<file path="src/rtl/ex_muldiv_unit.sv">
// RV32M execute unit: pipelined multiplier plus iterative restoring divider, one op at a time.
// Result held in DONE until accepted; flush or reset aborts any in-flight operation.
module ex_muldiv_unit #(
  parameter int WIDTH      = 32,
  parameter int MUL_STAGES = 2,
  parameter int DIV_BITS   = 1
) (
  input  logic             clk,
  input  logic             rst,
  input  logic             in_valid_i,
  output logic             in_ready_o,
  input  logic [2:0]       op_i,
  input  logic [WIDTH-1:0] a_i,
  input  logic [WIDTH-1:0] b_i,
  input  logic [4:0]       rd_i,
  input  logic             flush_i,
  output logic             out_valid_o,
  input  logic             out_ready_i,
  output logic [WIDTH-1:0] result_o,
  output logic [4:0]       rd_o,
  output logic             busy_o
);
  localparam int DIV_CYCLES = WIDTH / DIV_BITS;
  localparam logic [WIDTH-1:0] MIN_VAL = {1'b1, {(WIDTH-1){1'b0}}};

  typedef enum logic [2:0] {IDLE, MUL, DIV, FIX, DONE} state_t;
  state_t state;

  logic [2:0]         op_q;
  logic [WIDTH-1:0]   a_q, b_q, d_q, q_q, result_q;
  logic [WIDTH:0]     r_q;
  logic               neg_q, neg_r, out_valid_q;
  logic [4:0]         rd_q;
  logic [15:0]        cnt;
  logic [2*WIDTH-1:0] pipe [MUL_STAGES];

  logic [2*WIDTH-1:0] a_ext, b_ext, prod;
  logic               a_neg, b_neg, accept;
  logic [WIDTH-1:0]   a_abs, b_abs, q_nx;
  logic [WIDTH:0]     r_nx;

  assign accept      = in_valid_i && (state == IDLE) && !flush_i;
  assign in_ready_o  = (state == IDLE);
  assign busy_o      = (state != IDLE);
  assign out_valid_o = out_valid_q;
  assign result_o    = result_q;
  assign rd_o        = rd_q;

  // Product formed from the live operands so the first pipe register captures it on the accept edge.
  always_comb begin
    a_ext = {{WIDTH{((op_i == 3'd1) || (op_i == 3'd2)) && a_i[WIDTH-1]}}, a_i};
    b_ext = {{WIDTH{(op_i == 3'd1) && b_i[WIDTH-1]}}, b_i};
    prod  = a_ext * b_ext;
  end

  assign a_neg = !op_i[0] && a_i[WIDTH-1];
  assign b_neg = !op_i[0] && b_i[WIDTH-1];
  assign a_abs = a_neg ? -a_i : a_i;
  assign b_abs = b_neg ? -b_i : b_i;

  always_comb begin
    r_nx = r_q;
    q_nx = q_q;
    for (int i = 0; i < DIV_BITS; i++) begin
      r_nx = {r_nx[WIDTH-1:0], q_nx[WIDTH-1]};
      q_nx = {q_nx[WIDTH-2:0], 1'b0};
      if (r_nx >= {1'b0, d_q}) begin
        r_nx    = r_nx - {1'b0, d_q};
        q_nx[0] = 1'b1;
      end
    end
  end

  always_ff @(posedge clk or posedge rst) begin
    if (rst) begin
      for (int i = 0; i < MUL_STAGES; i++) pipe[i] <= '0;
    end else begin
      if (accept) pipe[0] <= prod;
      for (int i = 1; i < MUL_STAGES; i++) pipe[i] <= pipe[i-1];
    end
  end

  always_ff @(posedge clk or posedge rst) begin
    if (rst) begin
      state       <= IDLE;
      op_q        <= '0;
      a_q         <= '0;
      b_q         <= '0;
      d_q         <= '0;
      q_q         <= '0;
      r_q         <= '0;
      neg_q       <= 1'b0;
      neg_r       <= 1'b0;
      rd_q        <= '0;
      cnt         <= '0;
      result_q    <= '0;
      out_valid_q <= 1'b0;
    end else if (flush_i) begin
      state       <= IDLE;
      out_valid_q <= 1'b0;
      cnt         <= '0;
    end else begin
      case (state)
        IDLE: if (in_valid_i) begin
          op_q  <= op_i;
          a_q   <= a_i;
          b_q   <= b_i;
          rd_q  <= rd_i;
          d_q   <= b_abs;
          q_q   <= a_abs;
          r_q   <= '0;
          neg_q <= a_neg ^ b_neg;
          neg_r <= a_neg;
          cnt   <= '0;
          state <= op_i[2] ? DIV : MUL;
        end
        MUL: if (cnt == 16'(MUL_STAGES - 1)) begin
          result_q    <= (op_q == 3'd0) ? pipe[MUL_STAGES-1][WIDTH-1:0]
                                        : pipe[MUL_STAGES-1][2*WIDTH-1:WIDTH];
          out_valid_q <= 1'b1;
          cnt         <= '0;
          state       <= DONE;
        end else begin
          cnt <= cnt + 16'd1;
        end
        DIV: if (cnt == '0 && b_q == '0) begin
          result_q    <= op_q[1] ? a_q : '1;
          out_valid_q <= 1'b1;
          state       <= DONE;
        end else if (cnt == '0 && !op_q[0] && a_q == MIN_VAL && b_q == '1) begin
          result_q    <= op_q[1] ? '0 : a_q;
          out_valid_q <= 1'b1;
          state       <= DONE;
        end else begin
          r_q <= r_nx;
          q_q <= q_nx;
          if (cnt == 16'(DIV_CYCLES - 1)) begin
            cnt   <= '0;
            state <= FIX;
          end else begin
            cnt <= cnt + 16'd1;
          end
        end
        // Magnitudes were divided; restore signs (quotient by sign mismatch, remainder follows a).
        FIX: begin
          result_q    <= op_q[1] ? (neg_r ? -r_q[WIDTH-1:0] : r_q[WIDTH-1:0])
                                 : (neg_q ? -q_q : q_q);
          out_valid_q <= 1'b1;
          state       <= DONE;
        end
        DONE: if (out_ready_i) begin
          out_valid_q <= 1'b0;
          state       <= IDLE;
        end
        default: state <= IDLE;
      endcase
    end
  end
endmodule

</file>
<file path="config.mk">
export PLATFORM = sky130hd
export DESIGN_NAME = ex_muldiv_unit
export DESIGN_NICKNAME = d
export VERILOG_FILES = /design/src/rtl/ex_muldiv_unit.sv
export SDC_FILE = /design/constraint.sdc
export NUM_CORES = 2
export LEC_CHECK = 0
export BUFFER_PORTS_ARGS = -buffer_cell sky130_fd_sc_hd__clkbuf_2
export CAP_MARGIN = 20
export CORE_MARGIN = 10
export CORE_UTILIZATION = 60
export CTS_CLUSTER_DIAMETER = 60
export DETAILED_ROUTE_END_ITERATION = 7
export PLACE_DENSITY = 0.82
export SYNTH_ARGS = -nofsm -noshare
export SYNTH_HDL_FRONTEND = slang
export SYNTH_SLANG_ARGS = --single-unit
</file>
<file path="constraint.sdc">
create_clock -name clk -period 11.65 [get_ports clk]
set_input_delay 1.165 -clock clk [delete_from_list [all_inputs] [get_ports clk]]
set_output_delay 1.165 -clock clk [all_outputs]
set_load 0.05 [all_outputs]
</file>
---- Word-level counts from Yosys, hierarchy flattened ----
Index checks and enable logic that the tools add are counted.
storage, ports and cells
  register bits ........................... 350
  input bits .............................. 77
  word-level logic and storage cells ...... 120
  output and inout bits ................... 40
cells by class
  add/sub/neg operators ................... 6
  $mul .................................... 1
  equality and inequality tests ........... 22
  bitwise operators ....................... 2
  order comparisons ....................... 1
  reductions and logical operators ........ 29
  muxes and demuxes ....................... 44
operators with widths
  kind                   count
  $mux 32                18
  $neg 32->32            4
  $pmux 32 s2            2
  $mux 16                6
  $pmux 32 s3            1
  $eq 32x32->1 const B   2
  $mul 33x33->64         1
  $pmux 16 s3            1
  $ge 33x32->1           1
  $logic_not 32->1       1
  $sub 32x32->32         1
  $mux 3                 7
  $add 16x1->16 const B  1
  $eq 16x1->1 const B    1
  $eq 16x5->1 const B    1
  $logic_not 16->1       1
  $reduce_and 4->1       4
  $ne 3x3->1 const B     5
  $pmux 3 s5             1
  $logic_and 1x1->1      10
  $eq 3x2->1 const B     3
  $ne 2x2->1 const B     4
  $eq 3x1->1 const B     2
  $logic_not 3->1        2
  other kinds (17)       25

---- Logic depth before layout (Yosys ltp) ----
  word-level depth ........................ 8
  depth in mapped cells ................... 32

---- Worst setup path after synthesis ----
OpenSTA, ideal clock, no wires.
  kind .................................... input-to-reg
  start point ............................. input op_i[0]
  end point ............................... register pipe[126] in the netlist's numbering
  path buffers ............................ 2
  cell stages on the path ................. 26
  data required time ...................... 11.517 ns
  path slack .............................. 2.441 ns
  data arrival time ....................... 9.076 ns
  cell sequence ........................... clkbuf_1 -> xnor2_1 -> nor3b_1 -> clkbuf_1 -> nand2_1 -> fa_1 -> fa_1 -> inv_1 -> fa_1 -> inv_1 -> fa_1 -> inv_1 -> fa_1 -> fa_1 -> fa_1 -> inv_1 -> fa_1 -> inv_1 -> ha_1 -> nand2_1 -> or2_2 -> o41ai_1 -> a31oi_1 -> o21ai_1 -> xnor2_1 -> o21ai_0
on the way
  cells in the longest elaborated chain, start to end .. 4
RTL lines
  element                                   line    source
  start: declaration                        12      input logic [2:0] op_i,
  $eq 3x1->1 or $eq 3x2->1 (tied branches)  51, 52
  $logic_or 1x1->1                          51      a_ext = {{WIDTH{((op_i == 3'd1) || (op_i == 3'd2)) && a_i[WIDTH-1]}}, a_i};
  $logic_and 1x1->1                         51
  $mul 33x33->64 (*)                        53      prod = a_ext * b_ext;
  end: declaration                          35      logic [2*WIDTH-1:0] pipe [MUL_STAGES];
Every way passes the cells marked *; elsewhere a longest branch is shown, timed or not.
A chain may end at the register's enable or synchronous reset.

---- Worst setup path in the final report ----
Ends and elaborated chain as after synthesis.

==> impl_metrics.env <==
export IMPL_status="complete, no violations"
export IMPL_period_share_pct=85.2
export IMPL_rows=112
export IMPL_start_util_pct=60.5
export IMPL_nets=7717
export IMPL_cts_sinks=349
export IMPL_clk_path_buf_depth=3
export IMPL_gp_congestion=0.961
export IMPL_max_freq_mhz=101
export IMPL_rr_worst_depth=8
export IMPL_slew_violations=0
export IMPL_htree_levels=2
export IMPL_num_vias=44600
export IMPL_grt_overflow=0
export IMPL_tightest_slew_ns=1.24
export IMPL_setup_viol=0
export IMPL_synth_edff_count=0
export IMPL_async_flop_share_pct=100
export IMPL_hpwl_um=127000
export IMPL_drtPass1Iterations=6
export IMPL_cts_tree="built"
export IMPL_fin_tns_setup_ns=0
export IMPL_whs_ns=0.370
export IMPL_skew_ns=0.0359
export IMPL_synthXorXnorAreaFrac_pct=3.53
export IMPL_synth_simple_gate_area_share_pct=15.9
export IMPL_end_kind="flip-flop"
export IMPL_path_clk_slew_ns=0.07
export IMPL_synthCells=6414
export IMPL_cts_hold_fix_buffers=0
export IMPL_grt_pass1_vias=46500
export IMPL_place_port_buffers=116
export IMPL_cp_arrival_ns=10.35
export IMPL_via_per_inst=5.90
export IMPL_core_area_um2=93500
export IMPL_antenna_found_initial=20
export IMPL_crit_start="op_i[0]"
export IMPL_rsz0062_at_grt="no"
export IMPL_cts_buffers=38
export IMPL_syn_area_um2=56600
export IMPL_cts_setup_buffers=0
export IMPL_hold_end="pipe[63]"
export IMPL_relSlewSlack_pct=17.2
export IMPL_synth_seq_cells=349
export IMPL_min_from="pipe[127]"
export IMPL_yosys_warnings=0
export IMPL_fin_crit_ns=9.92
export IMPL_hold_depth=0
export IMPL_cts_repair_resized=0
export IMPL_reg2reg_slack_ns=7.39
export IMPL_crit_reg2reg_launch="a_q[17]"
export IMPL_hold_viol=0
export IMPL_synth_mux_area_share_pct=0.905
export IMPL_yosysUniqueCellTypes=71
export IMPL_die_width_um=327
export IMPL_synth_nets=7868
export IMPL_die_area_um2=107000
export IMPL_grt_first_pass_wirelength_um=260000
export IMPL_totalWireLength_um=164000
export IMPL_die_h_um=327
export IMPL_num_io_pins=117
export IMPL_cp_max_fo=31
export IMPL_r2r_end="result_o[14]"
export IMPL_avgSynthCellArea_um2=8.82
export IMPL_synth_top_family_by_area="adder cells"
export IMPL_worst_setup_path_type="input pin to flip-flop"
export IMPL_clkLatencyLatePin_ns=0.58
export IMPL_seq_area_frac_synth_pct=15.4
export IMPL_drv_cap=0
export IMPL_cp_data_required_time_ns=12.08
export IMPL_hold_path_class="flip-flop to flip-flop"
export IMPL_cts_root_buf="clkbuf_16"
export IMPL_dr_first_iter_drc_count=4365
export IMPL_grt_max_degree=171
export IMPL_synth_compound_area_share_pct=7.61
export IMPL_grt_util_all_layers_pct=30.9
export IMPL_synth_adder_area_share_pct=45.9
export IMPL_area_delta_synth_final_pct=4.84
export IMPL_synth_ff_type="dfrtp_1"
export IMPL_antenna_violating_nets_post_route=0
export IMPL_drc=0
export IMPL_drive_gt1_share_pct=4.77
export IMPL_cp_start_kind="input pin"
export IMPL_wl_per_cell_um=21.7
## cell usage after synthesis, types with 9 or more instances
cell | n | share of area, %
clkbuf_1 | 309 | 2.1
dfrtp_1 | 349 | 15
buf_1 | 70 | 0.46
mux2i_1 | 50 | 0.88
a31oi_1 | 16 | 0.18
or4_1 | 9 | 0.12
nor2_1 | 192 | 1.3
and2_1 | 287 | 3.2
and3_1 | 13 | 0.14
xor2_1 | 94 | 1.5
a211oi_1 | 37 | 0.49
nand3_1 | 30 | 0.27
nor2b_1 | 9 | 0.10
or2_2 | 14 | 0.15
o21ai_0 | 308 | 2.7
or3_1 | 22 | 0.24
maj3_1 | 27 | 0.48
nand4_1 | 31 | 0.34
nor4_1 | 31 | 0.34
o22ai_1 | 10 | 0.11
xnor2_1 | 134 | 2.1
nand2b_1 | 16 | 0.18
inv_1 | 1227 | 8.1
o21bai_1 | 16 | 0.21
a21o_1 | 34 | 0.45
o21a_1 | 20 | 0.27
nand2_1 | 1324 | 8.8
ha_1 | 251 | 5.6
o41ai_1 | 19 | 0.29
nor3_1 | 39 | 0.35
fa_1 | 1126 | 40
a21oi_1 | 177 | 1.6
o31ai_1 | 34 | 0.45
## metrics by stage
step | utilization, % | instance area, µm² | setup slack (ns) | std cells
5_1_grt | 63.4 | 59300 | 1.30 | 7551
4_1_cts | 63.3 | 59200 | 1.85 | 7543
3_3_place_gp | 61.9 | 57900 | 1.36 | 7474
2_1_floorplan | - | 56600 | 0.807 | 6414
3_5_place_dp | 61.9 | 57900 | 1.23 | 7474
6_report | 63.4 | 59300 | 1.73 | 7555
## cell usage in the layout (no fill, tap or decap), types with 12 or more instances in the layout
cell       count
or3_1         22
o21a_1        20
buf_4         75
a211oi_1      37
fa_1        1126
nand4_1       31
dfrtp_1      348
a31oi_1       16
xor2_1        94
nand3_1       29
nor4_1        31
and3_1        12
nor2_1       191
o41ai_1       19
a21o_1        34
clkbuf_2     116
nor3_1        38
a21oi_1      177
clkbuf_16     38
o21ai_0      308
nand2b_1      16
mux2i_1       50
or2_2         14
o21bai_1      16
ha_1         251
xnor2_1      134
o31ai_1       34
nand2_1     1323
inv_1       1226
maj3_1        27
and2_1       287
## critical path, stage by stage
cell and delay [ns]:
clkbuf_2 0.24, xnor2_1 0.31, nor3b_2 0.09, buf_4 0.25, nand2_1 0.17, inv_1 0.12
fa_1 0.54, inv_1 0.14, fa_1 0.56, inv_1 0.07, fa_1 0.75, inv_1 0.25
fa_1 1.03, inv_1 0.38, fa_1 0.55, fa_1 0.52, fa_1 0.50, inv_1 0.05
fa_1 0.48, inv_1 0.04, ha_1 0.37, nand2_1 0.09, or2_2 0.29, o41ai_1 0.67
a31oi_1 0.23, o21ai_1 0.22, xnor2_1 0.14, o21ai_0 0.09
## metal layers
metal | wire length (µm) | vias up | global-route usage [%]
li1 | - | 19000 | -
met2 | 75000 | 2562 | 48.3
met3 | 19200 | 543 | 7.49
met1 | 61100 | 22400 | 40.5
met4 | 8610 | 16 | 14.6
met5 | 112 | - | 0
## kinds of logic (layout without fill, tap and decap cells)
logic type	after synthesis	in the layout
buffers and inverters	1613	1491
muxes	51	51
adders and majority gates	1404	1404
and+or+nand+nor	2043	2043
xor gates and xnor gates	228	228
AOI/OAI and AO/OA	726	726
DFF	349	349
other	0	9
## sequential cells by signal, summed over array words and instances, names as in the netlist
signal and cells:
a_q 32, b_q 32, cnt 16, d_q 31, neg_q 1, neg_r 1, op_q 3, out_valid_o 1
pipe 128, q_q 32, r_q 32, rd_o 5, result_o 32, state 3
## worst max path at each step
stage	endpoint
2_1_floorplan	a_q[0]
3_3_place_gp	pipe[126]
3_5_place_dp	pipe[126]
4_1_cts	pipe[126]
5_1_grt	pipe[126]
6_report	pipe[126]
## layout make-up
| class | count | area, µm² |
|---|---|---|
| fillers | 7569 | 34200 |
| flip-flops and latches | 349 | 8730 |
| multi-input cells | 4452 | 41800 |
| diodes | 9 | 22.5 |
| repair buffers | 195 | 1240 |
| well taps | 1254 | 1570 |
| clock buffers | 54 | 1080 |
| inverters | 1227 | 4610 |
| clock inverters | 15 | 233 |
Power is left out: the tool's default activity adds up to more than one toggle a clock period on the data nets, which glitch-free logic cannot reach.
